--- src/rtl/fetch_stage.sv ---
// Instruction fetch stage: owns the fetch PC, runs the imem req/ack
// handshake, buffers returned words in a 2-entry prefetch FIFO and drives
// the fetch->decode pipeline register.
module fetch_stage #(
  parameter logic [31:0] RESET_PC  = 32'h0000_0000,
  parameter logic [31:0] NOP_INSTR = 32'h0000_0013
) (
  input  logic        clk,
  input  logic        reset,
  input  logic        stall_F,
  input  logic        flush_D,
  input  logic        jumping,
  input  logic [31:0] jump_addr,
  output logic        imem_req,
  output logic [31:0] imem_addr,
  input  logic        imem_ack,
  input  logic [31:0] imem_data,
  output logic [31:0] instr_D,
  output logic [31:0] pc_D,
  output logic        valid_D
);

  typedef enum logic {FETCH, DRAIN} state_e;

  state_e      state_q, state_d;
  logic [31:0] fetch_pc_q, fetch_pc_d;
  logic [31:0] redirect_pc_q, redirect_pc_d;

  logic [31:0] fifo_pc_q    [2];
  logic [31:0] fifo_instr_q [2];
  logic        rd_ptr_q, wr_ptr_q;
  logic [1:0]  count_q;

  logic [31:0] target;
  logic        xfer, push, push_eff, pop, clear;

  logic [31:0] instr_q, pc_q;
  logic        valid_q;

  assign target = jump_addr & ~32'd3;

  // Bus request: an open request is never withdrawn except by reset.
  always_comb begin
    imem_req  = !reset && (state_q == DRAIN || count_q != 2'd2);
    imem_addr = fetch_pc_q;
    xfer      = imem_req && imem_ack;
  end

  // Fetch PC / redirect bookkeeping; a pending request must complete at
  // its old address, so a redirect during it parks the target in DRAIN.
  always_comb begin
    state_d       = state_q;
    fetch_pc_d    = fetch_pc_q;
    redirect_pc_d = redirect_pc_q;
    push          = 1'b0;
    case (state_q)
      FETCH: begin
        if (jumping) begin
          if (imem_req && !imem_ack) begin
            redirect_pc_d = target;
            state_d       = DRAIN;
          end else begin
            fetch_pc_d = target;
          end
        end else if (xfer) begin
          push       = 1'b1;
          fetch_pc_d = fetch_pc_q + 32'd4;
        end
      end
      DRAIN: begin
        if (imem_ack) begin
          fetch_pc_d = jumping ? target : redirect_pc_q;
          state_d    = FETCH;
        end else if (jumping) begin
          redirect_pc_d = target;
        end
      end
      default: state_d = FETCH;
    endcase
  end

  // Decode-side FIFO control: a flush or redirect wins over everything,
  // including a push landing in the same cycle.
  always_comb begin
    clear    = flush_D || jumping;
    push_eff = push && !clear;
    pop      = !clear && !stall_F && (count_q != 2'd0);
  end

  // FSM, PC, FIFO occupancy and decode register state.
  always_ff @(posedge clk) begin
    if (reset) begin
      state_q       <= FETCH;
      fetch_pc_q    <= RESET_PC;
      redirect_pc_q <= RESET_PC;
      rd_ptr_q      <= 1'b0;
      wr_ptr_q      <= 1'b0;
      count_q       <= '0;
      instr_q       <= NOP_INSTR;
      pc_q          <= '0;
      valid_q       <= 1'b0;
    end else begin
      state_q       <= state_d;
      fetch_pc_q    <= fetch_pc_d;
      redirect_pc_q <= redirect_pc_d;
      if (clear) begin
        rd_ptr_q <= 1'b0;
        wr_ptr_q <= 1'b0;
        count_q  <= '0;
      end else begin
        if (push_eff) wr_ptr_q <= ~wr_ptr_q;
        if (pop)      rd_ptr_q <= ~rd_ptr_q;
        count_q <= count_q + {1'b0, push_eff} - {1'b0, pop};
      end
      if (clear) begin
        instr_q <= NOP_INSTR;
        valid_q <= 1'b0;
      end else if (stall_F) begin
        instr_q <= instr_q;
        pc_q    <= pc_q;
        valid_q <= valid_q;
      end else if (count_q != 2'd0) begin
        instr_q <= fifo_instr_q[rd_ptr_q];
        pc_q    <= fifo_pc_q[rd_ptr_q];
        valid_q <= 1'b1;
      end else begin
        instr_q <= NOP_INSTR;
        valid_q <= 1'b0;
      end
    end
  end

  // FIFO storage; contents are only meaningful below count_q.
  always_ff @(posedge clk) begin
    if (!reset && push_eff) begin
      fifo_pc_q[wr_ptr_q]    <= fetch_pc_q;
      fifo_instr_q[wr_ptr_q] <= imem_data;
    end
  end

  assign instr_D = instr_q;
  assign pc_D    = pc_q;
  assign valid_D = valid_q;

endmodule

--- config.mk ---
export PLATFORM = sky130hd
export DESIGN_NAME = fetch_stage
export DESIGN_NICKNAME = d
export VERILOG_FILES = /design/src/rtl/fetch_stage.sv
export SDC_FILE = /design/constraint.sdc
export NUM_CORES = 1
export LEC_CHECK = 0
export BUFFER_PORTS_ARGS = -buffer_cell sky130_fd_sc_hd__buf_2
export CAP_MARGIN = 20
export CELL_PAD_IN_SITES_DETAIL_PLACEMENT = 2
export CELL_PAD_IN_SITES_GLOBAL_PLACEMENT = 2
export CORE_MARGIN = 1
export CORE_UTILIZATION = 36
export CTS_CLUSTER_DIAMETER = 60
export DETAILED_ROUTE_END_ITERATION = 8
export GPL_TIMING_DRIVEN = 0
export PLACE_DENSITY_LB_ADDON = 0.1
export SLEW_MARGIN = 20
export SYNTH_ARGS = -nofsm -noshare
export SYNTH_HDL_FRONTEND = slang
export SYNTH_SLANG_ARGS = --single-unit
--- constraint.sdc ---
create_clock -name clk -period 4.6 [get_ports clk]
set_input_delay 0.23 -clock clk [delete_from_list [all_inputs] [get_ports clk]]
set_output_delay 0.23 -clock clk [all_outputs]
set_load 0.01 [all_outputs]
# Word-level counts from Yosys, hierarchy flattened
# Memories as Yosys holds them, arrays and structs flattened. A register that Yosys moved wholly into a read port is not among the register bits.
# Index checks and enable logic that the tools add are counted.
# totals
register_bits	102
ram_bits	128
inputBits	70
out_inout_bits	98
elab_cells	66
memories	2
# classes
addsub	3
n_eq_ne	7
muxes	23
n_bitwise	5
n_reduce_logical	18
# memory_table
name	words	word_bits	read_ports	rd_ports_with_merged_regs	write_ports	line_no	text
fifo_instr_q	2	32	1	1	1	30	logic [31:0] fifo_instr_q [2];
fifo_pc_q	2	32	1	1	1	29	logic [31:0] fifo_pc_q [2];
# ops
operator	n
$mux 32	9
$pmux 32 s2	2
$add 32x3->32 const B	1
$mux 1	11
$ne 2x2->1 const B	5
$reduce_and 3->1	3
$logic_and 1x1->1	7
$ne 3x3->1 const B	2
$not 1->1	5
$logic_not 1->1	4
$add 2x1->2	1
$logic_or 1x1->1	2
$pmux 1 s2	1
$reduce_bool 2->1	1
$reduce_or 2->1	1
$sub 2x1->2	1

# Logic depth before layout (Yosys ltp)
# depth
depth_word	11
ltp_mapped	11
depth_no_buf	9

# Least setup slack after synthesis
# No wires, ideal clock.
# synth_path
kind	flip-flop to flip-flop
from	register state_q
to	memory fifo_instr_q[0][0], enable pin
setup_time_ps	487
t_arrival_ps	3851
required_time_ps	4113
path_slack_ps	262
path_stages_with_launch	6
path_buffers	1
period_less_slack_ps	4338
path_cell_list	dfxtp_1 -> clkbuf_1 -> inv_1 -> a21oi_1 -> nand4b_1 -> nor2_1
# synth_via
elab_chain_cells	10
# synth_lines
item	line_no	text
start: declaration	25	state_e state_q, state_d;
start signal: assignment	103	state_q <= state_d;
$logic_or 1x1->1	44	imem_req = !reset && (state_q == DRAIN || count_q != 2'd2);
$logic_and 1x1->1	44	
via imem_req	14	output logic imem_req,
$logic_and 1x1->1	46	xfer = imem_req && imem_ack;
$mux 1	65	end else if (xfer) begin
$mux 1	58	if (jumping) begin
$mux 1	56	case (state_q)
$logic_and 1x1->1	86	push_eff = push && !clear;
$logic_and 1x1->1	135	if (!reset && push_eff) begin
$mux 1	135	
$mux 1 (implied by the code)	137	fifo_instr_q[wr_ptr_q] <= imem_data;
end: declaration	30	
# The timed path passes the listed nets, and every way through them passes these cells.

# Worst setup path after layout
# layout_path
from	register state_q
to	register fetch_pc_q[9] (netlist: imem_addr[9])
# layout_via
elab_chain_cells	5
elab_cells_between_ends	10
classes_between	3 x eq/ne; 1 x mux; 1 x bitwise; 5 x reduce/logical
# layout_lines
item	line_no	text
$logic_or 1x1->1	44	
$logic_and 1x1->1	44	
$logic_and 1x1->1, on equally long branches	59, 46	
$ne 3x3->1 (no line)	n/a	
$reduce_and 3->1 (no line)	n/a	
end signal: assignment	104	fetch_pc_q <= fetch_pc_d;
end: declaration	26	logic [31:0] fetch_pc_q, fetch_pc_d;
# Parallel ways exist; a longest one is shown, timed or not.
# A chain may end at the register's enable or synchronous reset.

==> flow_summary_export.csv <==
group,metric,value,unit
run_status,status,"finished, final reports clean",
pwr,total_leakage_power,0.004794,uW
final_layout,layout_common_cells,"buf_2, dfxtp_1, edfxtp_1",
logic_synthesis,syn_avg_cell_area,10.81,um^2
final_layout,layout.cells.most_common,"buf_2",
worst_setup_path,start_kind,"register",
routing,detailroute.via_count,8555,
floorplan,dieHeight,171.8,um
final_layout,n_antenna_cell,0,
worst_setup_path,setup.worst_path.end_class,"register",
logic_synthesis,post_synth_edffs,128,
global_route,grt.overflow.total,0,
place,globalplace.congestion,0.7703,
clock_network,clk-insertion-delay-late,0.55,ns
logic_synthesis,synthesis.area,10380,um^2
routing,post_drt_via_cell_ratio,5.258,
worst_setup_path,critPathArrivalTime,3.55,ns
routing,detail_route.first_pass.iterations,4,
timing,worstMarginPinSlew,0.8458,ns
clock_network,clk_transition_reported_paths,0.06,ns
timing,grt_setup_unrepaired,"false",
final_layout,multi_input_gate_area_in_the_final_layout,3568,um^2
floorplan,fp.dieW,171.8,um
worst_setup_path,worst_ep_required_time,5.07,ns
logic_synthesis,synthCells,961,
timing,max_freq,324.3,MHz
pwr,fin_total_pwr,5329,uW
final_layout,final_cells,1627,
routing,drc,0,
worst_setup_path,path_class,"register to register",
timing,setup-violations-final,0,
timing,final_max_slew_viol_count,0,
routing,detailedRoute.firstIterationViolations,368,
logic_synthesis,yosys_register_bits,263,
timing,final.period_utilization,0.6703,
routing,detail_route.wl_per_cell,22.21,um
timing,finalCriticalPeriod,3.083,ns
logic_synthesis,yosysWarningCount,0,
global_route,globalRouteTotalUtil,0.2478,
clock_network,clock_path_buffers,3,
floorplan,io_pins,168,
clock_network,cts_made_buffers,30,
clock_network,clk_root_buffer_cell,"clkbuf_16",
clock_network,htree_num_levels,1,
global_route,grt_first_pass_wirelength,55420,um
pwr,max_vdd_drop,0.0002911,V
pwr,pwr_density_cell,394.5,nW/um^2
global_route,initial_antenna_violation_count,0,
worst_setup_path,crit_path_start,"state_q",
final_layout,finalNetCount,1298,
clock_network,cts_setup_buffers,0,
floorplan,coreArea,28090,um^2
worst_setup_path,worst_r2r_startpoint,"state_q",
timing,hold_viol_final,0,
floorplan,die-area,29530,um^2
final_layout,layout.area.seq,6546,um^2
global_route,grt_pass1_vias,9329,
logic_synthesis,async_reset_ff_frac,0,
worst_hold_path,hold_start,"stall_F",
final_layout,nFillCells,2913,
job,max_cap_viol_count,0,
logic_synthesis,synth_nets,1034,
place,place.detailed.instances,1508,
final_layout,post_route_cells_drive_above_1_share,0.1841,
timing,max_slew_margin,0.4335,
worst_setup_path,cp_max_fo,10,
routing,routed_wirelength,36140,um
global_route,grt_max_degree,19,
clock_network,clock-sinks,263,
logic_synthesis,netlist-cell-type-count,52,
worst_hold_path,holdCritPathClass,"input port to register",
logic_synthesis,synth_sequential_area_ratio,0.6304,
place,port_buffers,163,
logic_synthesis,postSynth.topFlopCell,"dfxtp_1",
place,detailedPlacementHpwl,24640,um
floorplan,start_util,0.3697,
final_layout,area_delta_synth_final,30.06,%
timing,clock-skew-final,0.009279,ns
timing,whs,0.1651,ns
clock_network,cts_tree,"done",
floorplan,rows,61,
routing,detail-route-antenna-nets,0,
logic make-up after synthesis:
kind of cell,after synthesis,synth area share
mux,74,0.07181
flops,263,0.6304
compound gates,221,0.1294
fa+ha+maj,3,0.003615
simple gates,319,0.1334
buf+inv,77,0.02807
xor+xnor,4,0.003374
final cells by class:
cell class	instances	area share
plain buffers	69	0.01936
clock buffers	38	0.06151
clock inverters	18	0.01371
inverters	8	0.002223
multi-input cells	621	0.2642
flip-flops and latches	263	0.4847
well taps	378	0.03502
repair buffers	232	0.1193
Yosys cell counts (4+ instances only):
library cell / n / area (um^2)
a211oi_1: 35 / 262.8
a21oi_1: 96 / 480.5
a31oi_1: 8 / 50.05
and2_1: 7 / 43.79
and3_1: 13 / 81.33
buf_1: 12 / 45.04
clkbuf_1: 55 / 206.5
dfxtp_1: 135 / 2703
edfxtp_1: 128 / 3844
inv_1: 7 / 26.28
mux2i_1: 70 / 700.7
nand2_1: 118 / 442.9
nand3_1: 23 / 115.1
nor2_1: 117 / 439.2
nor3_1: 13 / 65.06
nor4_1: 8 / 50.05
o211ai_1: 9 / 67.56
o21ai_0: 27 / 135.1
o21ai_1: 13 / 65.06
o22ai_1: 6 / 37.54
or4_1: 4 / 30.03
metrics by stage:
stage / util / setup TNS [ns] / instance area [um^2] / setup WS [ns]
after global routing: 0.4809 / 0 / 13510 / 1.288
after detailed placement: 0.4223 / 0 / 11860 / 1.411
after global placement: 0.4156 / -235.27 / 11670 / -1.841
after floorplan: - / 0 / 10390 / 0.2620
final: 0.4809 / 0 / 13510 / 1.517
after CTS: 0.4809 / 0 / 13510 / 1.515
sequential cells by signal, indices dropped and copies added (netlist names), named ones only:
| name | count |
|---|---|
| fifo_instr_q | 64 |
| imem_addr | 32 |
| count_q | 2 |
| instr_D | 32 |
| valid_D | 1 |
| pc_D | 32 |
| fifo_pc_q | 64 |
| state_q | 1 |
| rd_ptr_q | 1 |
| redirect_pc_q | 32 |
| wr_ptr_q | 1 |
metal layers:
layer,vias to the layer above,wire length [um],global-route usage
met3,40,1568,0.04073
li1,4018,-,-
met2,186,18380,0.4596
met4,0,726,0.05348
met5,-,0,0
met1,4311,15470,0.2984
final timing paths:
path,end,slack [ns],cells past startpoint
worst max-delay path,imem_addr[9],1.52,8
worst min-delay path,instr_D[4],0.17,4
worst max register to register,imem_addr[9],1.52,8
worst min register to register,redirect_pc_q[13],0.46,2
report_power, final:
group | leakage, uW | switching (uW) | internal (uW) | total (uW)
clock | 0.000505 | 994 | 1450 | 2440
sequential | 0.00225 | 58.8 | 2500 | 2560
combinational | 0.00203 | 199 | 131 | 330
total | 0.00479 | 1250 | 4080 | 5330
timing repair:
item                      4_1_cts  5_1_grt
hold endpoints to repair       96        0
hold buffers                   63        0
gates resized for setup         0        0
worst max-delay path, cell delays in order (launching register included):
cell and delay [ns]:
dfxtp_1 0.29, clkbuf_1 0.24, and2_1 0.22, a31oi_1 0.63, and2_1 0.23, clkbuf_1 0.40, clkbuf_1 0.58, o21ai_0 0.22
a21oi_1 0.17
(Power assumes the default switching activity.)
